File: src/rtl/pc_fetch_ctrl.sv
// Fetch controller: drives the PC register write port, fetches from instruction memory over
// req/ack and hands instructions to decode over valid/ready, tolerating in-flight redirects.
module pc_fetch_ctrl #(
  parameter int unsigned PC_STEP = 4,
  parameter int unsigned INST_W  = 32
) (
  input  logic              clk,
  input  logic              rst_n,
  input  logic [31:0]       pc_cur,
  output logic [31:0]       pc_next,
  output logic              pc_ena,
  output logic              imem_req,
  output logic [31:0]       imem_addr,
  input  logic              imem_ack,
  input  logic [INST_W-1:0] imem_rdata,
  output logic              inst_valid,
  input  logic              inst_ready,
  output logic [INST_W-1:0] inst,
  output logic [31:0]       inst_pc,
  input  logic              redirect,
  input  logic [31:0]       redirect_pc
);

  typedef enum logic [1:0] {StIdle, StReq, StHold, StDrop} state_e;

  state_e              state_q, state_d;
  logic                imem_req_q, imem_req_d;
  logic [31:0]         imem_addr_q, imem_addr_d;
  logic                inst_valid_q, inst_valid_d;
  logic [INST_W-1:0]   inst_q, inst_d;
  logic [31:0]         inst_pc_q, inst_pc_d;

  logic                pc_ena_raw;
  logic [31:0]         pc_next_raw;
  logic [31:0]         redirect_aligned;
  logic [31:0]         step_pc;

  assign redirect_aligned = redirect_pc & ~32'h3;
  assign step_pc          = imem_addr_q + 32'(PC_STEP);

  // PC write port: redirect wins over the sequential increment.
  always_comb begin
    pc_ena_raw  = 1'b0;
    pc_next_raw = 32'h0;
    if (redirect) begin
      pc_ena_raw  = 1'b1;
      pc_next_raw = redirect_aligned;
    end else if (state_q == StReq && imem_ack) begin
      pc_ena_raw  = 1'b1;
      pc_next_raw = step_pc;
    end
  end

  // Reset must silence the PC write port without waiting for a clock.
  assign pc_ena  = rst_n & pc_ena_raw;
  assign pc_next = rst_n ? pc_next_raw : 32'h0;

  always_comb begin
    state_d      = state_q;
    imem_req_d   = imem_req_q;
    imem_addr_d  = imem_addr_q;
    inst_valid_d = inst_valid_q;
    inst_d       = inst_q;
    inst_pc_d    = inst_pc_q;
    case (state_q)
      StIdle: begin
        // pc_cur is still stale on a redirect edge, so fetch the target directly.
        state_d     = StReq;
        imem_req_d  = 1'b1;
        imem_addr_d = redirect ? redirect_aligned : pc_cur;
      end
      StReq: begin
        if (redirect) begin
          if (imem_ack) begin
            state_d    = StIdle;
            imem_req_d = 1'b0;
          end else begin
            state_d = StDrop;
          end
        end else if (imem_ack) begin
          state_d      = StHold;
          imem_req_d   = 1'b0;
          inst_d       = imem_rdata;
          inst_pc_d    = imem_addr_q;
          inst_valid_d = 1'b1;
        end
      end
      StHold: begin
        if (redirect) begin
          state_d      = StIdle;
          inst_valid_d = 1'b0;
        end else if (inst_ready) begin
          state_d      = StReq;
          inst_valid_d = 1'b0;
          imem_req_d   = 1'b1;
          imem_addr_d  = pc_cur;
        end
      end
      StDrop: begin
        // Stale response is swallowed; redirects here only move the PC.
        if (imem_ack) begin
          state_d    = StIdle;
          imem_req_d = 1'b0;
        end
      end
      default: state_d = StIdle;
    endcase
  end

  always_ff @(posedge clk or negedge rst_n) begin
    if (!rst_n) begin
      state_q      <= StIdle;
      imem_req_q   <= 1'b0;
      imem_addr_q  <= 32'h0;
      inst_valid_q <= 1'b0;
      inst_q       <= '0;
      inst_pc_q    <= 32'h0;
    end else begin
      state_q      <= state_d;
      imem_req_q   <= imem_req_d;
      imem_addr_q  <= imem_addr_d;
      inst_valid_q <= inst_valid_d;
      inst_q       <= inst_d;
      inst_pc_q    <= inst_pc_d;
    end
  end

  assign imem_req   = imem_req_q;
  assign imem_addr  = imem_addr_q;
  assign inst_valid = inst_valid_q;
  assign inst       = inst_q;
  assign inst_pc    = inst_pc_q;

endmodule
File: config.mk
export PLATFORM = sky130hd
export DESIGN_NAME = pc_fetch_ctrl
export DESIGN_NICKNAME = d
export VERILOG_FILES = /design/src/rtl/pc_fetch_ctrl.sv
export SDC_FILE = /design/constraint.sdc
export NUM_CORES = 1
export LEC_CHECK = 0
export ABC_CLOCK_PERIOD_IN_PS = 7100
export CAP_MARGIN = 25
export CORE_ASPECT_RATIO = 2
export CORE_MARGIN = 1
export CORE_UTILIZATION = 46
export DETAILED_ROUTE_END_ITERATION = 8
export PLACE_DENSITY = 0.87
export SKIP_CTS_REPAIR_TIMING = 1
export SYNTH_ARGS = -nofsm -noshare
export SYNTH_HDL_FRONTEND = slang
export SYNTH_SLANG_ARGS = --single-unit
File: constraint.sdc
create_clock -name clk -period 7.1 [get_ports clk]
set_input_delay 2.13 -clock clk [delete_from_list [all_inputs] [get_ports clk]]
set_output_delay 2.13 -clock clk [all_outputs]
set_load 0.01 [all_outputs]
==> results of run 1 <==
==> registers in the layout (all words and copies together) (netlist names) <==
register	count
inst_pc	32
imem_req	1
imem_addr	32
inst_valid	1
state_q	2
inst	32
==> how the worst min path moves through the flow <==
stage                      startpoint           to  slack, ns  cells after the start
after floorplan            state_q[1]   inst_valid       0.51                      1
after global placement        inst[5]      inst[5]       0.49                      1
after detailed placement  inst_pc[19]  inst_pc[19]       0.50                      1
after CTS                 inst_pc[24]  inst_pc[24]       0.51                      1
after global routing       inst_pc[5]   inst_pc[5]       0.53                      1
final                     inst_pc[21]  inst_pc[21]       0.51                      1
==> metrics by stage <==
step / std cells / power, mW
6_report: 841 / 2.93
2_1_floorplan: 485 / 1.69
3_3_place_gp: 825 / 2.42
4_1_cts: 841 / 2.95
5_1_grt: 841 / 3.09
3_5_place_dp: 825 / 2.48
==> metal layers <==
metal	up-vias	wire length (µm)	track usage [%]
li1	2193	-	-
met1	2355	5870	29.9
met2	213	9270	53.7
met3	53	917	5.99
met4	0	735	16.8
met5	-	0	0
==> synthesized netlist by cell type (2+ instances only) <==
| cell | instances |
|---|---|
| sky130_fd_sc_hd__o311a_1 | 9 |
| sky130_fd_sc_hd__and4_1 | 3 |
| sky130_fd_sc_hd__xnor2_1 | 6 |
| sky130_fd_sc_hd__o211ai_1 | 3 |
| sky130_fd_sc_hd__dfrtp_1 | 100 |
| sky130_fd_sc_hd__or4_1 | 6 |
| sky130_fd_sc_hd__nand4_2 | 3 |
| sky130_fd_sc_hd__buf_2 | 12 |
| sky130_fd_sc_hd__a221o_1 | 8 |
| sky130_fd_sc_hd__mux2i_1 | 30 |
| sky130_fd_sc_hd__a21boi_0 | 3 |
| sky130_fd_sc_hd__mux2_2 | 64 |
| sky130_fd_sc_hd__nor3_1 | 13 |
| sky130_fd_sc_hd__a31oi_1 | 2 |
| sky130_fd_sc_hd__nand4_1 | 9 |
| sky130_fd_sc_hd__a21oi_1 | 34 |
| sky130_fd_sc_hd__nand3_2 | 3 |
| sky130_fd_sc_hd__o21a_1 | 2 |
| sky130_fd_sc_hd__o21ai_0 | 17 |
| sky130_fd_sc_hd__nand3_1 | 15 |
| sky130_fd_sc_hd__nand3b_1 | 3 |
| sky130_fd_sc_hd__buf_4 | 2 |
| sky130_fd_sc_hd__a211o_1 | 2 |
| sky130_fd_sc_hd__clkbuf_1 | 17 |
| sky130_fd_sc_hd__and3_1 | 3 |
| sky130_fd_sc_hd__a22oi_1 | 5 |
| sky130_fd_sc_hd__inv_1 | 9 |
| sky130_fd_sc_hd__nor4_1 | 6 |
| sky130_fd_sc_hd__xor2_1 | 5 |
| sky130_fd_sc_hd__nor2b_1 | 6 |
| sky130_fd_sc_hd__nor2_1 | 44 |
| sky130_fd_sc_hd__nand2_1 | 23 |
| sky130_fd_sc_hd__buf_6 | 4 |
==> worst register-to-register path, delay by kind of cell (launching register included) <==
family	cells	cell delay [ns]
buffers and inverters	2	0.57
multiplexers	1	0.35
flip-flops	1	0.47
AO/OA/AOI/OAI	2	0.74
==> logic make-up after synthesis <==
| group | Yosys count |
|---|---|
| fa+ha+maj | 1 |
| compound gates | 89 |
| buf+inv | 47 |
| xor+xnor | 11 |
| simple gates | 143 |
| mux | 94 |
| flops | 100 |
==> power groups by stage <==
stage	logic, mW	registers, mW	clock network [mW]
6_report	1.35	1.12	0.453
5_1_grt	1.44	1.16	0.487
4_1_cts	1.36	1.12	0.462
3_5_place_dp	1.35	1.13	0
3_3_place_gp	1.31	1.11	0
2_1_floorplan	0.534	1.16	0
==> layout make-up <==
cell class              count  share of cell area, %
clock buffers              11                   2.97
clock inverters             5                  0.463
inverters                   9                  0.431
multi-input cells         338                   31.7
flip-flops and latches    100                   31.9
well taps                 140                   2.23
repair buffers            238                   30.2
==> summary.txt, run 1 <==
Power and ir drop
  – Net Sw Frac: 36.7%
  – Max VDD drop: 0.253 mV
  – Leak Pwr: 3.12 nW
  – Cell Int Power: 1.85 mW
  – Pwr per Cell Area: 374 nW/µm²
  – Part of the total power dissipated in combinational logic: 46.1%
  – Sequential share of power: 38.4%
  – Net switching power: 1.08 mW
  – Share of power burned in the clock network: 15.5%

Logic synthesis
  – Synthesized-area fraction occupied by xor and xnor cells: 1.85%
  – Most area-hungry cell type in the Yosys netlist: sky130_fd_sc_hd__dfrtp_1
  – Sequential share of the synthesized area: 48.0%
  – Basic-gate share of the synthesized area counting and, or, nand and nor cells: 14.4%
  – Number of standard cells after synthesis: 485
  – Post-synthesis net count: 587
  – Largest family of logic cells by synthesized area: multiplexers
  – Post-synthesis adder-cell area fraction: 0.240%
  – Yosys top cell area share: 48.0%
  – Main synth FF type: sky130_fd_sc_hd__dfrtp_1
  – Fraction of the mapped netlist area in compound gates: 11.2%
  – Multiplexer area fraction after synthesis: 19.6%
  – Synthesized area: 5210 µm²
  – Total of flip-flops plus latches after synthesis: 100
  – FFs w/ async S/R, synth: 100%
  – Number of enable-type register cells in the synthesized netlist: 0
  – Post-Syn Area per Cell: 10.7 µm²
  – Number of unique standard cell types used by synthesis: 47
  – Count of yosys warnings during synthesis: 0
  – Ranking of synthesized cells by area: sky130_fd_sc_hd__dfrtp_1, sky130_fd_sc_hd__mux2_2, sky130_fd_sc_hd__mux2i_1

Final layout
  – Share of layout cells above drive strength 1: 14.0%
  – Layout Cell Area excl Fill: 7840 µm²
  – Area Growth Syn to Fin: 50.5%
  – Fillcell total: 827
  – Area taken by flip-flops and latches: 2500 µm²
  – Layout Utilization: 71.6%
  – Number of antenna diodes: 0
  – Area used by multi-input combinational logic: 2490 µm²
  – Most frequent standard cell in the layout excluding fill and tap cells: sky130_fd_sc_hd__clkdlybuf4s50_1
  – Number of nets in the final layout: 798
  – Most frequent cells in the layout: sky130_fd_sc_hd__clkdlybuf4s50_1, sky130_fd_sc_hd__dfrtp_1, sky130_fd_sc_hd__mux2_2

Placed design
  – GPL Wtd Cong: 0.829
  – Number of buffers added on ports: 229
  – Pre-CTS setup slack: 0.279 ns
  – Area of placed instances: 7570 µm²
  – Post-detailed-placement half-perimeter wirelength: 12,400 µm

STA
  – Final critical-path required period: 6.83 ns
  – Clock tree skew after final layout: 0.00685 ns
  – Crit share post-route: 96.1%
  – Timing-limited maximum frequency: 0.147 GHz
  – Final Hold Vio Count: 0
  – Final setup violating endpoints: 0
  – Unrepaired setup endpoints after global routing: false
  – Worst-case setup margin in the final layout: 0.274 ns
  – Remaining max-slew budget at the tightest pin: 48.7%
  – Final hold slack: 0.508 ns
  – Pin slew with the least headroom to its limit: 0.768 ns
  – Final Max Slew Viols: 0
  – Summed negative setup slack over all endpoints: 0 ns

Run status
  – Status: finished clean

Setup path
  – Sum of buffers and inverters on the critical path: 3
  – Classification of the worst setup path: in2out
  – Category of the worst setup path launch point: input port
  – Stages on worst setup path: 7
  – Maximum single-stage delay on the critical path: 0.59 ns
  – Data arrival time at the worst-slack endpoint: 4.70 ns
  – Nature of the critical path endpoint: primary output
  – Setup crit start: imem_ack
  – Cells along the critical path: clkdlybuf4s50_1 > and4bb_4 > buf_12 > and2_1 > o311ai_0 > nand3_1 > clkdlybuf4s50_1
  – Critical path data required time: 4.97 ns
  – Highest net fanout along the worst path: 43
  – End point of the critical path: pc_next[28]
  – Worst reg2reg path startpoint: state_q[1]
  – Critical path's most frequent cell: sky130_fd_sc_hd__clkdlybuf4s50_1
  – Destination of the worst register-to-register timing path: imem_addr[15]
  – Worst setup slack for register-to-register paths: 4.82 ns
  – Worst reg-to-reg path cell count: 5
  – CP delay by family, top: buffers and inverters
  – Slowest cell on the critical path: sky130_fd_sc_hd__clkdlybuf4s50_1

GRT
  – Overall routing resource usage: 29.3%
  – Total overflow reported by the global router: 0
  – Largest net degree at the start of global routing: 46
  – Vias in the first global route: 5,214
  – Initial antenna violation count: 0
  – Global-route wire length before repair: 26,400 µm

Drt
  – DRC violation count after routing: 0
  – Avg Vias per Cell: 5.72
  – 1st-pass router iterations: 5
  – Starting DRT DRC Count: 271
  – Post-route antenna net violation count: 0
  – Vias: 4,814
  – Total Wirelength: 16,800 µm
  – WL per Instance: 20.0 µm

Clock network
  – Clock latency on the worst-skew pair: 0.34 ns
  – Number of clock buffers inserted by TritonCTS: 9
  – Max H-tree Level: 3
  – Clock buffer depth: 2
  – Cell chosen for the clock root: sky130_fd_sc_hd__clkbuf_16
  – Clock tree from TritonCTS: yes
  – Clock input transition at the sequential cells of the worst setup and hold paths: 0.07 ns
  – TritonCTS Sinks: 100

Floorplanning
  – Number of top-level pins: 232
  – Die Footprint: 11,800 µm²
  – Die Y: 153 µm
  – Die Span X: 77.3 µm
  – Initial core utilization: 47.6%
  – Cell row count: 54
  – Core Box Area: 10,900 µm²

Job
  – Max Cap Violations: 0

Min path
  – Min-Delay Path Class: reg2reg
(Power assumes the default switching activity.)
==> inputs of run 2 (changes only) <==
CELL_PAD_IN_SITES_DETAIL_PLACEMENT = 0   (was unset)
CELL_PAD_IN_SITES_GLOBAL_PLACEMENT = 2   (was unset)
CORE_UTILIZATION = 27   (was 46)
PLACE_DENSITY = unset   (was 0.87)
PLACE_DENSITY_LB_ADDON = 0.1   (was unset)
SKIP_LAST_GASP = 1   (was unset)
==> run 2 against run 1 <==
Compared with the run above:
- worst setup slack better by 0.14 ns
- non-clock buffer count up 3
- first-iteration DRC count down 55%
- sequential share of layout area down 0.83 points
- count of clock-buffer cells in the layout down 1
- largest cell class unchanged
- highest routed layer unchanged
==> summary.txt, run 2 (synthesis results as in run 1) <==
Run status
  – Status: finished clean

STA
  – Final setup violating endpoints: 0 (unchanged)
  – Final hold slack: 0.506 ns (-0.00250 ns)
  – Crit share post-route: 94.2% (-1.9 points)
  – Unrepaired setup endpoints after global routing: false
  – Remaining max-slew budget at the tightest pin: 54.9% (+6.2 points)
  – Clock tree skew after final layout: 0.00603 ns (-0.000817 ns)
  – Final Hold Vio Count: 0 (unchanged)
  – Pin slew with the least headroom to its limit: 0.677 ns (-0.0918 ns)
  – Timing-limited maximum frequency: 0.150 GHz (+2.1%)
  – Final Max Slew Viols: 0 (unchanged)
  – Final critical-path required period: 6.69 ns (-0.138 ns)
  – Summed negative setup slack over all endpoints: 0 ns (unchanged)

Power and ir drop
  – Max VDD drop: 0.170 mV (-33%)
  – Power consumption: 3.02 mW (+3.0%)
  – Leak Pwr: 3.17 nW (+1.5%)
  – Pwr per Cell Area: 375 nW/µm² (+0.30%)

Drt
  – Vias: 4,671 (-3.0%)
  – Avg Vias per Cell: 4.87 (-15%)
  – Starting DRT DRC Count: 123 (-55%)
  – Total Wirelength: 18,500 µm (+10%)
  – Post-route antenna net violation count: 0 (unchanged)
  – WL per Instance: 19.3 µm (-3.2%)
  – DRC violation count after routing: 0 (unchanged)
  – 1st-pass router iterations: 4 (-1)

Setup path
  – Critical path data required time: 4.97 ns (about the same)
  – Highest net fanout along the worst path: 13 (-70%)
  – Classification of the worst setup path: in2out
  – Data arrival time at the worst-slack endpoint: 4.56 ns (-0.14 ns)
  – Worst setup slack for register-to-register paths: 4.61 ns (-0.21 ns)
  – Category of the worst setup path launch point: input port
  – Sum of buffers and inverters on the critical path: 2 (-1)
  – Cells along the critical path: clkdlybuf4s50_1 > and4bb_4 > and2_1 > o311ai_0 > nand3_1 > clkdlybuf4s50_1
  – CP delay by family, top: buffers and inverters
  – Maximum single-stage delay on the critical path: 0.61 ns (+0.02 ns)
  – Slowest cell on the critical path: sky130_fd_sc_hd__clkdlybuf4s50_1
  – Critical path's most frequent cell: sky130_fd_sc_hd__clkdlybuf4s50_1
  – Nature of the critical path endpoint: primary output

GRT
  – Initial antenna violation count: 0 (unchanged)
  – Vias in the first global route: 4,886 (-6.3%)
  – Overall routing resource usage: 19.3% (-10 points)
  – Total overflow reported by the global router: 0 (unchanged)
  – Largest net degree at the start of global routing: 65 (+41%)
  – Global-route wire length before repair: 28,200 µm (+6.6%)

Floorplanning
  – Die Footprint: 19,900 µm² (+69%)
  – Initial core utilization: 27.7% (-20 points)
  – Core Box Area: 18,800 µm² (+72%)
  – Die Y: 198 µm (+30%)
  – Number of top-level pins: 232 (unchanged)
  – Cell row count: 71 (+31%)
  – Die Span X: 100 µm (+30%)

Job
  – Max Cap Violations: 0 (unchanged)

Final layout
  – Number of nets in the final layout: 801 (+0.38%)
  – Most frequent standard cell in the layout excluding fill and tap cells: sky130_fd_sc_hd__clkdlybuf4s50_1
  – Most frequent cells in the layout: sky130_fd_sc_hd__clkdlybuf4s50_1, sky130_fd_sc_hd__dfrtp_1, sky130_fd_sc_hd__mux2_2
  – Area Growth Syn to Fin: 54.5%
  – Layout Utilization: 42.7% (-29 points)
  – Number of antenna diodes: 0 (unchanged)
  – Share of layout cells above drive strength 1: 14.6% (+0.65 points)

Clock network
  – Clock input transition at the sequential cells of the worst setup and hold paths: 0.07 ns (about the same)
  – Max H-tree Level: 3 (unchanged)
  – TritonCTS Sinks: 100 (unchanged)
  – Cell chosen for the clock root: sky130_fd_sc_hd__clkbuf_16
  – Clock buffer depth: 2 (unchanged)
  – Clock tree from TritonCTS: yes
  – Number of clock buffers inserted by TritonCTS: 9 (unchanged)
  – Clock latency on the worst-skew pair: 0.37 ns (+0.03 ns)

Placed design
  – GPL Wtd Cong: 0.711 (-14%)
  – Post-detailed-placement half-perimeter wirelength: 14,000 µm (+13%)
  – Number of buffers added on ports: 229 (unchanged)

Min path
  – Min-Delay Path Class: reg2reg
run 2: area by class of cell:
cell class                 instances  area [µm²]
inverter                           9        33.8
timing repair buffer             241        2380
clock inverter                     6        86.3
sequential                       100        2500
multi-input combinational        338        2490
fill                            1872       10800
clock buffer                      10         239
tap                              255         319
run 2: stage by stage:
step	std cells	worst slack, ns	area [µm²]
after global placement	943	0.379	7720
final	959	0.412	8050
after global routing	959	0.195	8050
after detailed placement	943	0.372	7720
after CTS	959	0.371	8050
after floorplan	485	1.46	5210
run 2: path summary, 6_finish.rpt:
path	startpoint	end	depth (start not counted)
max	imem_ack	pc_next[28]	6
min	inst_pc[12]	inst_pc[12]	1
max reg2reg	state_q[0]	inst[18]	4
min reg2reg	inst_pc[12]	inst_pc[12]	1
max in group asynchronous	rst_n	inst[30]	2
min in group asynchronous	rst_n	imem_addr[9]	1
run 2: routing by layer:
| metal | up-vias | global-route usage (%) | wire [µm] |
|---|---|---|---|
| met5 | - | 0 | 0 |
| li1 | 2199 | - | - |
| met4 | 0 | 6.66 | 298 |
| met3 | 11 | 4.60 | 1010 |
| met1 | 2308 | 19.6 | 6380 |
| met2 | 153 | 37.3 | 10900 |
run 2: where the power goes:
part | leakage [nW] | internal (mW) | switching, mW
sequential | 1.14 | 0.829 | 0.292
combinational | 1.87 | 0.783 | 0.558
clock | 0.159 | 0.319 | 0.234
total | 3.17 | 1.93 | 1.08
